### src/rtl/lim_qnt_mc.sv
// Purpose : per-channel shift/round, clamp to OUT_WIDTH, and windowed saturation statistics.
// Latency : out/valid/sat_flag 2 cycles after we; sat_cnt/stat_valid 1 cycle after the window's last valid.
// Backpressure: none; accepts one sample set per cycle on we, outputs hold while valid=0.
//
// Ports:
//   clk, resetn          clock and asynchronous active-low reset
//   we, round_en, in     sample strobe, rounding mode, CH packed signed samples
//   out, valid, sat_flag CH packed quantised samples, new-sample strobe, per-channel clamp flags
//   sat_cnt, stat_valid  per-channel clamp counts of the last window, one-cycle update pulse
module lim_qnt_mc #(
    parameter int CH          = 4,
    parameter int IN_WIDTH    = 6,
    parameter int OUT_WIDTH   = 4,
    parameter int SHIFT       = 0,
    parameter int SYMMETRICAL = 0,
    parameter int WIN_LEN     = 1024,
    parameter int CNT_W       = 16
) (
    input  logic                    clk,
    input  logic                    resetn,
    input  logic                    we,
    input  logic                    round_en,
    input  logic [CH*IN_WIDTH-1:0]  in,
    output logic [CH*OUT_WIDTH-1:0] out,
    output logic                    valid,
    output logic [CH-1:0]           sat_flag,
    output logic [CH*CNT_W-1:0]     sat_cnt,
    output logic                    stat_valid
);

    // One extra bit so that the rounding add on the most positive input cannot wrap.
    localparam int RW = IN_WIDTH + 1;
    localparam int WW = $clog2(WIN_LEN);
    localparam logic [WW-1:0] WIN_LAST = WW'(WIN_LEN - 1);

    // Upper limit 2^(OUT_WIDTH-1)-1; ~MAXV is -2^(OUT_WIDTH-1), -MAXV the symmetric limit.
    localparam logic signed [RW-1:0] MAXV = {{(RW-OUT_WIDTH+1){1'b0}}, {(OUT_WIDTH-1){1'b1}}};
    localparam logic signed [RW-1:0] LOV  = (SYMMETRICAL != 0) ? -MAXV : ~MAXV;

    // Half-LSB of the discarded bits; evaluates to 0 when SHIFT=0 so round_en has no effect.
    localparam int RND_I = (1 << SHIFT) >> 1;
    localparam logic [RW-1:0] RND = RW'(RND_I);

    logic          v1_q;
    logic [WW-1:0] win_cnt;
    logic          win_end;

    // The valid that completes a window also flushes the accumulators into sat_cnt.
    assign win_end = valid && (win_cnt == WIN_LAST);

    always_ff @(posedge clk or negedge resetn) begin
        if (!resetn) begin
            v1_q       <= 1'b0;
            valid      <= 1'b0;
            stat_valid <= 1'b0;
            win_cnt    <= '0;
        end else begin
            v1_q       <= we;
            valid      <= v1_q;
            stat_valid <= win_end;
            if (valid) begin
                win_cnt <= win_end ? '0 : win_cnt + 1'b1;
            end
        end
    end

    for (genvar k = 0; k < CH; k++) begin : g_ch
        logic signed [RW-1:0]  ext;
        logic signed [RW-1:0]  rsum;
        logic signed [RW-1:0]  r_d;
        logic signed [RW-1:0]  r_q;
        logic signed [RW-1:0]  c_d;
        logic                  hi_d;
        logic                  lo_d;
        logic [OUT_WIDTH-1:0]  out_q;
        logic                  flag_q;
        logic [CNT_W-1:0]      acc_q;
        logic [CNT_W-1:0]      acc_nxt;
        logic [CNT_W-1:0]      cnt_q;

        assign ext  = RW'(signed'(in[k*IN_WIDTH +: IN_WIDTH]));
        assign rsum = ext + (round_en ? RND : '0);
        assign r_d  = rsum >>> SHIFT;

        assign hi_d = (r_q > MAXV);
        assign lo_d = (r_q < LOV);
        assign c_d  = hi_d ? MAXV : (lo_d ? LOV : r_q);

        // Counter sticks at all-ones instead of wrapping.
        assign acc_nxt = (valid && flag_q && (acc_q != '1)) ? acc_q + 1'b1 : acc_q;

        always_ff @(posedge clk or negedge resetn) begin
            if (!resetn) begin
                r_q    <= '0;
                out_q  <= '0;
                flag_q <= 1'b0;
                acc_q  <= '0;
                cnt_q  <= '0;
            end else begin
                if (we) begin
                    r_q <= r_d;
                end
                if (v1_q) begin
                    out_q  <= c_d[OUT_WIDTH-1:0];
                    flag_q <= hi_d || lo_d;
                end
                if (win_end) begin
                    cnt_q <= acc_nxt;
                    acc_q <= '0;
                end else begin
                    acc_q <= acc_nxt;
                end
            end
        end

        assign out[k*OUT_WIDTH +: OUT_WIDTH] = out_q;
        assign sat_flag[k]                   = flag_q;
        assign sat_cnt[k*CNT_W +: CNT_W]     = cnt_q;
    end

endmodule

### config.mk
export PLATFORM = sky130hd
export DESIGN_NAME = lim_qnt_mc
export DESIGN_NICKNAME = d
export VERILOG_FILES = /design/src/rtl/lim_qnt_mc.sv
export SDC_FILE = /design/constraint.sdc
export NUM_CORES = 1
export LEC_CHECK = 0
export BUFFER_PORTS_ARGS = -buffer_cell sky130_fd_sc_hd__buf_2
export CAP_MARGIN = 20
export CELL_PAD_IN_SITES_DETAIL_PLACEMENT = 0
export CELL_PAD_IN_SITES_GLOBAL_PLACEMENT = 1
export CORE_MARGIN = 2
export CORE_UTILIZATION = 48
export DETAILED_ROUTE_END_ITERATION = 8
export GPL_TIMING_DRIVEN = 0
export PLACE_DENSITY = 0.88
export SLEW_MARGIN = 0
export SYNTH_ARGS = -nofsm -noshare
export SYNTH_HDL_FRONTEND = slang
export SYNTH_SLANG_ARGS = --single-unit
### constraint.sdc
create_clock -name clk -period 2.8 [get_ports clk]
set_clock_uncertainty 0.05 [all_clocks]
set_input_delay 0.14 -clock clk [delete_from_list [all_inputs] [get_ports clk]]
set_output_delay 0.14 -clock clk [all_outputs]
set_load 0.02 [all_outputs]
Yosys cells after proc, flatten, opt, wreduce, memory -nomap -nowiden
Index checks and enable logic that the tools add are counted. W data, S select, Z words.

Register bits: 185. Output and inout port bits: 86. Logic and storage cells: 72.

Add/subtract/negate cells: 5. Order comparisons: 8. Eq/ne operators: 5. Muxes and demuxes: 17. Reduce and logical (&&, ||, !) cells: 13.

Operators by type and width (number): $mux W16 (8); $add A16 B1 Y16 const B (4); $ne A16 B16 Y1 const B (4); $mux W4 (8); $gt A6 B4 Y1 const B (4); $lt A6 B4 Y1 const B (4); $add A10 B1 Y10 const B (1); $eq A10 B10 Y1 const B (1); $mux W10 (1); $logic_and A1 B1 Y1 (9); $logic_or A1 B1 Y1 (4).

Logic depth before layout (Yosys ltp)
Depth in word-level cells: 4. Gate-level depth with buffers: 8. Depth with buffers taken out: 6.

Worst setup path after synthesis
No wires, ideal clock.

Path kind: flip-flop to flip-flop. From: reg g_ch[0].acc_q[0]. To: reg g_ch[0].cnt_q[2]. Library setup time: 131 ps. Data arrival time: 1709 ps. Required time: 2619 ps. Slack: 910 ps. Stages on the path, launching flop included: 7. Path buffers: 0. Clock period less this slack: 1890 ps. Path through: dfrtp_1 ha_1 nand4_4 or4_4 and3_4 xnor2_2 o21ai_1.

Word-level cells in the longest chain between the ends: 3.

Ends and longest elaborated chain: start: declaration (RTL line 77) `logic [CNT_W-1:0] acc_q;`; start signal: assignment (RTL line 111) `acc_q <= acc_nxt;`; parallel branches: the longest is 2 deep, another holds $add A16 B1 Y16; $mux W16 (*) (RTL line 90) `assign acc_nxt = (valid && flag_q && (acc_q != '1)) ? acc_q + 1'b1 : acc_q;`; end signal: assignment (RTL line 108) `cnt_q <= acc_nxt;`; end: declaration (RTL line 79) `logic [CNT_W-1:0] cnt_q;`.

Every way passes the cells marked *. A chain may end at the register's enable or synchronous reset.

Worst setup path in the final report
From: reg g_ch[1].acc_q[0]. To: reg g_ch[1].cnt_q[2].

Word-level cells in the longest chain between the ends: 3.

Ends and longest elaborated chain (RTL line): start: declaration (77); start signal: assignment (111); parallel branches: the longest is 2 deep, another holds $add A16 B1 Y16; $mux W16 (*) (90); end signal: assignment (108); end: declaration (79).

Marked as above.

==> impl_metrics.tcl <==
set metrics [dict create \
    grt.overflow.total 0 \
    hp-class "primary input to async pin" \
    yosys.area_share.xor_xnor_pct 5.537 \
    pre_cts_slack_ns 0.6068 \
    die_y_um 134.7 \
    swShare_pct 28.45 \
    totalWireLength_um 17790 \
    period_minus_slack_ns 2.233 \
    io_pins 114 \
    antenna_found_initial 0 \
    cts_sinks 185 \
    max_slew.worst_pin.slew_ns 0.6384 \
    cts_buffers 17 \
    relSlewSlack_pct 57.44 \
    cts_resized 0 \
    cts.path.max_buffers 2 \
    synth_compound_area_share_pct 8.542 \
    setup_viol 0 \
    yosysSeqAreaShare_pct 56.44 \
    syn_to_final_growth_pct 21.29 \
    vdd_drop_max_v 0.0004870 \
    first_pass_iters 4 \
    synth_top_family_by_area "simple AND/OR/NAND/NOR gates" \
    maxSlewViolCount 0 \
    endpoint "g_ch[1].cnt_q[2]" \
    ant_nets 0 \
    synth_cells 816 \
    crit_path_top_delay_cell "nor4_1" \
    cap_violations 0 \
    fin_ws_ns 0.5674 \
    rrSetupSlack_ns 0.57 \
    min_period_over_period_pct 79.74 \
    final_nets 1007 \
    r2r-start "g_ch[1].acc_q[0]" \
    grt_pass1_vias 6061 \
    clk_latency_ns 0.43 \
    p_per_area_nw_per_um2 678.8 \
    start_util_pct 49.29 \
    clkPwrFrac_pct 37.0 \
    htree_levels 4 \
    yosys-mux-area-fraction_pct 5.125 \
    synth_fp_nets 849 \
    yosys_most_used_dff "dfrtp_1" \
    fin_area_um2 9950 \
    grt_setup_unrepaired "no" \
    status "finished clean" \
    reg2reg_to "g_ch[1].cnt_q[2]" \
    path_cells "ha_1, nand4_1, nor4_1, nor3b_1, xnor2_1, o21ai_1" \
    ys_seq_elements 185 \
    synthTopCellsByArea "dfrtp_1, nor2_1, nand2_1" \
    cp.required_ns 3.04 \
    path_delay_family "simple AND/OR/NAND/NOR gates" \
    core-area_um2 16640 \
    avgRoutedWirePerCell_um 14.74 \
    synth.distinct_cells 44 \
    cp_data_arrival_time_ns 2.48 \
    whs_ns 0.1815 \
    dp_hpwl_um 12190 \
    vias 6268 \
    globalplace.congestion 0.8303 \
    cts_tree "yes" \
    root_buffer "clkbuf_16" \
    cellLeakagePower_nw 4.679 \
    synthArstFlopShare_pct 100.0 \
    hold_viol 0 \
    cp-start-kind "flip-flop" \
    rows 47 \
    critical_path_cell_count 6 \
    track_usage_pct 20.71 \
    grt_pass1_wl_um 29970 \
    ff2ff_path_depth 6 \
    p_comb_share_pct 14.7 \
    ys_warn_count 0 \
    syn_area_um2 8203 \
    synth_area_per_cell_um2 10.05 \
    cpPeakStageDelay_ns 0.57 \
    yosysMostFrequentCell "dfrtp_1" \
    switchingPower_mw 1.921 \
    seqPwrFrac_pct 48.4 \
    crit_buf_inv 0 \
    grt_max_degree 124 \
    internal_power_mw 4.833 \
    die_w_um 134.7 \
    portBuffers 112 \
    end_kind "flip-flop" \
    path_class "flip-flop to flip-flop" \
    vias_per_cell 5.193 \
    die-area_um2 18150 \
    diodes 0 \
    cp-startpoint "g_ch[1].acc_q[0]" \
    netlist.area_leader.share_pct 56.44 \
    clkTransAtPathRegs_ns 0.07 \
    place_area_um2 9076 \
    synth_fa_ha_area_share_pct 0.7627 \
    netlist_top_cells_count "dfrtp_1, nor2_1, nand2_1" \
    fmax_mhz 447.9 \
    drive_above_1_share_pct 20.16 \
    critPathMaxFanout 8 \
    synth.largest_area_cell "dfrtp_1" \
    synth-simple-area-share_pct 20.18 \
    drt_iter0_markers 263 \
    synth_edf_count 0 \
    drcViolationCount 0 \
]
## per-layer routing
metal | track usage [%] | routed length, µm | vias to the layer above
met5 | 0 | 0 | -
met4 | 6.082 | 214 | 0
met3 | 5.330 | 719 | 20
met2 | 32.80 | 8362 | 118
met1 | 28.30 | 8494 | 3004
li1 | - | - | 3126
## how the worst min path moves through the flow
stage / from / to / slack (ns) / depth (start not counted)
after floorplan: resetn / g_ch[0].acc_q[0] / -0.21 / 0
after global placement: we / v1_q / 0.22 / 1
after CTS: resetn / g_ch[0].acc_q[6] / 0.19 / 2
after global routing: resetn / g_ch[0].acc_q[6] / 0.21 / 2
final: resetn / g_ch[0].acc_q[6] / 0.18 / 2
after detailed placement: resetn / g_ch[0].acc_q[6] / 0.06 / 1
## placed cells by master, fill, tap and decap left out, types with 19 or more instances in the layout
cell and instances:
o21ai_1 29, clkbuf_1 26, dlygate4sd3_1 26, nand2_1 107, buf_2 116, o21ai_0 58, nand4_1 31, dfrtp_1 185
nor2_1 118, inv_1 19, xnor2_1 19, nand3_1 34, xor2_1 31, mux2_2 31
## power groups by stage
stage / clock, mW / combinational (mW) / sequential [mW]
final: 2.50 / 0.990 / 3.27
after CTS: 2.54 / 1.00 / 3.26
after global routing: 2.66 / 1.13 / 3.31
after global placement: 0 / 0.930 / 3.29
after floorplan: 0 / 0.648 / 3.29
after detailed placement: 0 / 0.962 / 3.30
## area by class of cell
type                    instances  area (µm²)
inverters                      20       75.07
flip-flops and latches        185        4629
repair buffers                139       858.3
clock inverters                13       170.2
multi-input cells             569        3293
clock buffers                  19       442.9
plain buffers                  42       205.2
well taps                     220       275.3
fillers                      1371        6693
## timing repair
action                                 4_1_cts  5_1_grt
endpoints found under the hold margin       87        0
hold buffers                                26        0
buffers inserted                             0        0
## per-stage QoR
step	cells	total power, mW	TNS (ns)	utilization [%]
after global placement	1148	4.225	-258.39	54.31
after floorplan	816	3.935	0	-
after CTS	1207	6.806	0	59.79
after global routing	1207	7.098	0	59.79
final	1207	6.754	0	59.79
after detailed placement	1149	4.261	0	54.54
## sequential cells by signal, indices dropped and copies added, names as in the netlist
| register | flops |
|---|---|
| g_ch.flag_q | 4 |
| valid | 1 |
| win_cnt | 10 |
| g_ch.r_q | 24 |
| v1_q | 1 |
| stat_valid | 1 |
| g_ch.acc_q | 64 |
| g_ch.out_q | 16 |
| g_ch.cnt_q | 64 |
## cells by family (layout without fill, tap and decap cells)
| family | Yosys count | count (layout) |
|---|---|---|
| adders and majority gates | 5 | 5 |
| muxes | 38 | 38 |
| DFF | 185 | 185 |
| xor gates and xnor gates | 51 | 51 |
| buffers and inverters | 62 | 233 |
| AOI/OAI and AO/OA | 122 | 122 |
| and+or+nand+nor | 353 | 353 |
Power figures use the tool's default switching activity.
